--- src/rtl/dmem_bus_responder.sv ---
// MEM-stage data port responder: turns one pipeline load/store request into a single
// transaction on a valid/ready split read/write bus and stalls the pipeline until it ends.
module dmem_bus_responder #(
  parameter int unsigned ADDR_W = 32
) (
  input  logic              clk,
  input  logic              rst,
  // MEM-stage request
  input  logic              mem_en,
  input  logic              mem_we,
  input  logic [ADDR_W-1:0] mem_addr,
  input  logic [3:0]        mem_sel,
  input  logic [1:0]        mem_size,
  input  logic [31:0]       mem_wdata,
  input  logic              mem_stall,
  output logic [31:0]       mem_rdata,
  output logic              stallreq_from_mem,
  output logic              bus_err,
  // read address channel
  output logic              arvalid,
  input  logic              arready,
  output logic [ADDR_W-1:0] araddr,
  output logic [2:0]        arsize,
  // read data channel
  input  logic              rvalid,
  output logic              rready,
  input  logic [31:0]       rdata,
  input  logic [1:0]        rresp,
  // write address channel
  output logic              awvalid,
  input  logic              awready,
  output logic [ADDR_W-1:0] awaddr,
  output logic [2:0]        awsize,
  // write data channel
  output logic              wvalid,
  input  logic              wready,
  output logic [31:0]       wdata,
  output logic [3:0]        wstrb,
  // write response channel
  input  logic              bvalid,
  output logic              bready,
  input  logic [1:0]        bresp
);

  typedef enum logic [2:0] {
    StIdle,
    StRdAddr,
    StRdData,
    StWrReq,
    StWrResp,
    StDone
  } state_e;

  state_e            state_q;
  logic [ADDR_W-1:0] addr_q;
  logic [1:0]        size_q;
  logic [3:0]        sel_q;
  logic [31:0]       wdata_q;
  logic              aw_done_q;
  logic              w_done_q;

  logic aw_hs;
  logic w_hs;
  logic aw_ok;
  logic w_ok;

  assign aw_hs = awvalid & awready;
  assign w_hs  = wvalid & wready;
  // Address and data phases of a write may complete in either order or together.
  assign aw_ok = aw_done_q | aw_hs;
  assign w_ok  = w_done_q | w_hs;

  assign araddr = addr_q;
  assign awaddr = addr_q;
  assign arsize = {1'b0, size_q};
  assign awsize = {1'b0, size_q};
  assign wdata  = wdata_q;
  assign wstrb  = sel_q;

  always_ff @(posedge clk or negedge rst) begin
    if (!rst) begin
      state_q   <= StIdle;
      addr_q    <= '0;
      size_q    <= 2'd0;
      sel_q     <= 4'd0;
      wdata_q   <= 32'd0;
      aw_done_q <= 1'b0;
      w_done_q  <= 1'b0;
      arvalid   <= 1'b0;
      rready    <= 1'b0;
      awvalid   <= 1'b0;
      wvalid    <= 1'b0;
      bready    <= 1'b0;
      mem_rdata <= 32'd0;
      bus_err   <= 1'b0;
    end else begin
      bus_err <= 1'b0;
      case (state_q)
        StIdle: begin
          if (mem_en) begin
            addr_q    <= mem_addr;
            // Size 3 has no wider meaning on a 32-bit bus; issue it as a word.
            size_q    <= (mem_size == 2'd3) ? 2'd2 : mem_size;
            sel_q     <= mem_sel;
            wdata_q   <= mem_wdata;
            aw_done_q <= 1'b0;
            w_done_q  <= 1'b0;
            if (mem_we) begin
              state_q <= StWrReq;
              awvalid <= 1'b1;
              wvalid  <= 1'b1;
            end else begin
              state_q <= StRdAddr;
              arvalid <= 1'b1;
            end
          end
        end
        StRdAddr: begin
          if (arready) begin
            arvalid <= 1'b0;
            rready  <= 1'b1;
            state_q <= StRdData;
          end
        end
        StRdData: begin
          if (rvalid) begin
            mem_rdata <= rdata;
            bus_err   <= |rresp;
            rready    <= 1'b0;
            state_q   <= StDone;
          end
        end
        StWrReq: begin
          if (aw_hs) begin
            awvalid   <= 1'b0;
            aw_done_q <= 1'b1;
          end
          if (w_hs) begin
            wvalid   <= 1'b0;
            w_done_q <= 1'b1;
          end
          if (aw_ok && w_ok) begin
            bready  <= 1'b1;
            state_q <= StWrResp;
          end
        end
        StWrResp: begin
          if (bvalid) begin
            bus_err <= |bresp;
            bready  <= 1'b0;
            state_q <= StDone;
          end
        end
        StDone: begin
          // The stalled pipeline keeps presenting the finished request; wait it out.
          if (!mem_stall) begin
            state_q <= StIdle;
          end
        end
        default: state_q <= StIdle;
      endcase
    end
  end

  always_comb begin
    stallreq_from_mem = 1'b0;
    if (rst) begin
      case (state_q)
        StIdle:  stallreq_from_mem = mem_en;
        StDone:  stallreq_from_mem = 1'b0;
        default: stallreq_from_mem = 1'b1;
      endcase
    end
  end

endmodule

--- config.mk ---
export PLATFORM = sky130hd
export DESIGN_NAME = dmem_bus_responder
export DESIGN_NICKNAME = d
export VERILOG_FILES = /design/src/rtl/dmem_bus_responder.sv
export SDC_FILE = /design/constraint.sdc
export NUM_CORES = 1
export LEC_CHECK = 0
export BUFFER_PORTS_ARGS = -buffer_cell sky130_fd_sc_hd__buf_2
export CORE_MARGIN = 2
export CORE_UTILIZATION = 48
export DETAILED_ROUTE_END_ITERATION = 6
export GPL_ROUTABILITY_DRIVEN = 0
export PLACE_DENSITY_LB_ADDON = 0.2
export SETUP_SLACK_MARGIN = 0.15
export SLEW_MARGIN = 10
export SYNTH_ARGS = -nofsm -noshare
export SYNTH_HDL_FRONTEND = slang
export SYNTH_SLANG_ARGS = --single-unit
--- constraint.sdc ---
create_clock -name clk -period 2.7 [get_ports clk]
set_clock_uncertainty 0.2 [all_clocks]
set_input_delay 0.27 -clock clk [delete_from_list [all_inputs] [get_ports clk]]
set_output_delay 0.27 -clock clk [all_outputs]
set_load 0.05 [all_outputs]
==> results.cfg <==
[outcome]
status = finished, final reports clean

[clocking]
ctsRootBufferMaster = clkbuf_8
cts.path.max_buffers = 2
cts.reportedPaths.clkPinSlew_ns = 0.06
cts_buffers = 17
cts_htree_levels = 4
worst_skew_pair.late_latency_ns = 0.49
cts.sink_count = 113
cts_tree = done

[detailed_routing]
avgRoutedWirePerCell_um = 16.3
detailed_route_iter0_violations = 82
dr_total_vias = 3844
remaining_routing_drc_violations = 0
final_antenna_net_count = 0
via_density_per_instance = 4.75
number_of_iterations_in_the_first_detailed_routing_pass = 4
routed_wl_um = 13200

[cells_and_area]
post_layout_nonfiller_instances = 809
areaGrowthSynthToFinish_pct = 62.2
finalNetCount = 781
post_route_cells_drive_above_1_share_pct = 52.4
postLayoutCoreUtil_pct = 79.0
total_inserted_antenna_cells = 0

[floorplanning]
horizontal_die_dimension_um = 103
top_ports = 261
initial_utilization_pct = 48.7
floorplan.die_area_mm2 = 0.0106
std_cell_rows = 36
core_outline_area_mm2 = 0.00964
die-height_um = 103

[synth]
synth.cell_area_mm2 = 0.00469
netlist_instances = 318
yosys_warnings = 0
synthDistinctLibCells = 31
ys_ff_latch = 113
synth_enable_flop_cells = 0
synth-seq-area-share_pct = 60.2
share_of_flip_flops_with_an_asynchronous_set_or_reset_pct = 100
synth.top_cells.by_area = dfrtp_1, mux2_2, mux2_1, buf_4, buf_6
netlist.top_cell.by_area = dfrtp_1
post_synth_top_flop = dfrtp_1
avgSynthCellArea_um2 = 14.8
yosysTopAreaCellShare_pct = 60.2

[critical_path]
required_ns = 2.93
delay_of_the_slowest_cell_on_the_worst_path_ns = 0.55
timing.setup.critical_path_class = reg2reg
cp_num_buf_inv = 2
worst_path_max_delay_cell = dfrtp_1
cp_max_fo = 75
worst_setup_path_start_kind = flop
path_cells = nor4b_4, buf_12, a22o_1, dlygate4sd3_1
worst_path_dominant_cell_family = buffers and inverters
cp.arrival_ns = 2.58
endpoint_kind = flop

[global_routing]
grt_overflow_total = 0
wire_length_of_the_first_global_routing_pass_um = 19500
antenna_found_initial = 0
track_usage_pct = 24.3
pin_count_of_the_biggest_net_entering_global_routing = 76
number_of_global_route_vias_before_repair = 3952

[placement]
place.port_buffers = 258
dpl.cell_count = 663
detailedPlacementHpwl_um = 7710
place_ws_ns = 0.659

[min_path]
hold_class = in2reg

[run]
max_cap_violations = 0

[sta]
hold_vio_cnt_final = 0
period_minus_slack_ns = 2.35
final.setup.tns_ns = 0
fin_crit_sh_pct = 87.1
unrepaired_setup_endpoints_after_global_routing = false
timing.final.max_slew_violations = 0
peak_clock_frequency_supported_by_timing_mhz = 425
setup_viol = 0
final_worst_setup_slack_ns = 0.349
## cells in the final DEF, fill, tap and decap left out, types with 2 or more instances in the layout
| cell type | n |
|---|---|
| o21a_1 | 2 |
| buf_2 | 257 |
| mux2_1 | 44 |
| clkinv_2 | 3 |
| buf_4 | 4 |
| nor4_1 | 2 |
| mux2_2 | 59 |
| clkbuf_8 | 4 |
| o2bb2ai_1 | 2 |
| bufinv_16 | 5 |
| clkinv_4 | 2 |
| nor2_1 | 6 |
| dlygate4sd3_1 | 116 |
| dfrtp_1 | 113 |
| clkbuf_16 | 16 |
| o21ai_0 | 4 |
| a21oi_1 | 6 |
| a22o_1 | 4 |
| inv_1 | 4 |
| nand2_1 | 4 |
| conb_1 | 2 |
| a31oi_1 | 3 |
## logic make-up after synthesis
kind of cell | share of synthesized area [%]
muxes | 24.7
other | 0.0799
buffers and inverters | 8.56
DFF | 60.2
and+or+nand+nor | 3.04
AOI/OAI and AO/OA | 3.39
## path summary, 6_finish.rpt
check,from,endpoint,slack [ns],cells past startpoint
worst min register to register,wdata[3]$_DFFE_PN0P_,wdata[3]$_DFFE_PN0P_,0.28,1
max in group asynchronous,rst,wdata[6]$_DFFE_PN0P_,1.29,3
worst min-delay path,mem_en,state_q[1]$_DFFE_PN0P_,0.12,4
min in group asynchronous,rst,state_q[1]$_DFFE_PN0P_,0.15,2
worst max register to register,state_q[2]$_DFFE_PN0P_,wvalid$_DFFE_PN0P_,0.35,4
worst max-delay path,state_q[2]$_DFFE_PN0P_,wvalid$_DFFE_PN0P_,0.35,4
## what timing repair did
| item | CTS | global route |
|---|---|---|
| hold buffers | 116 | 0 |
| gates resized for setup | 0 | 0 |
| setup buffers | 0 | 0 |
| endpoints found under the hold margin | 147 | 0 |
## tightest hold or removal path, stage by stage
cell     delay (ns)
buf_2          0.14
a21o_1         0.18
a21oi_1        0.13
nor4_1         0.06
## Yosys cell counts, types with 4 or more instances
cell type and count:
buf_6 5, nor2_1 6, a21oi_1 6, nand2_1 4, a22o_1 4, mux2_2 59, inv_1 4, buf_4 41
o21ai_0 4, mux2_1 44, dfrtp_1 113
## layer usage
layer / up-vias / GRT usage [%] / wire length, um
li1: 1771 / - / -
met1: 1873 / 25.9 / 4840
met2: 176 / 45.1 / 7120
met3: 24 / 7.25 / 965
met4: 0 / 9.11 / 301
met5: - / 0 / 0
## through the flow
stage | area (um2) | hold slack [ns]
after CTS | 7610 | 0.0952
after floorplan | 4700 | -0.226
final | 7610 | 0.117
after global routing | 7610 | 0.120
after detailed placement | 5810 | 0.0619
after global placement | 5810 | 0.0574
## sequential cells by signal (all words and copies together) (netlist names)
| signal | cells |
|---|---|
| wvalid | 1 |
| arvalid | 1 |
| bready | 1 |
| size_q | 2 |
| mem_rdata | 32 |
| w_done_q | 1 |
| aw_done_q | 1 |
| state_q | 3 |
| wstrb | 4 |
| awvalid | 1 |
| rready | 1 |
| wdata | 32 |
| bus_err | 1 |
| araddr | 32 |
## final cells by class
| cell class | instances | area (um2) |
|---|---|---|
| clock buffers | 20 | 455 |
| clock inverters | 10 | 183 |
| fillers | 586 | 2030 |
| inverters | 4 | 15.0 |
| multi-input cells | 151 | 1470 |
| flip-flops and latches | 113 | 2830 |
| well taps | 133 | 166 |
| repair buffers | 378 | 2500 |
Power is not shown: default switching activity piles up to over one toggle a cycle in this logic, so the estimate is an artifact.
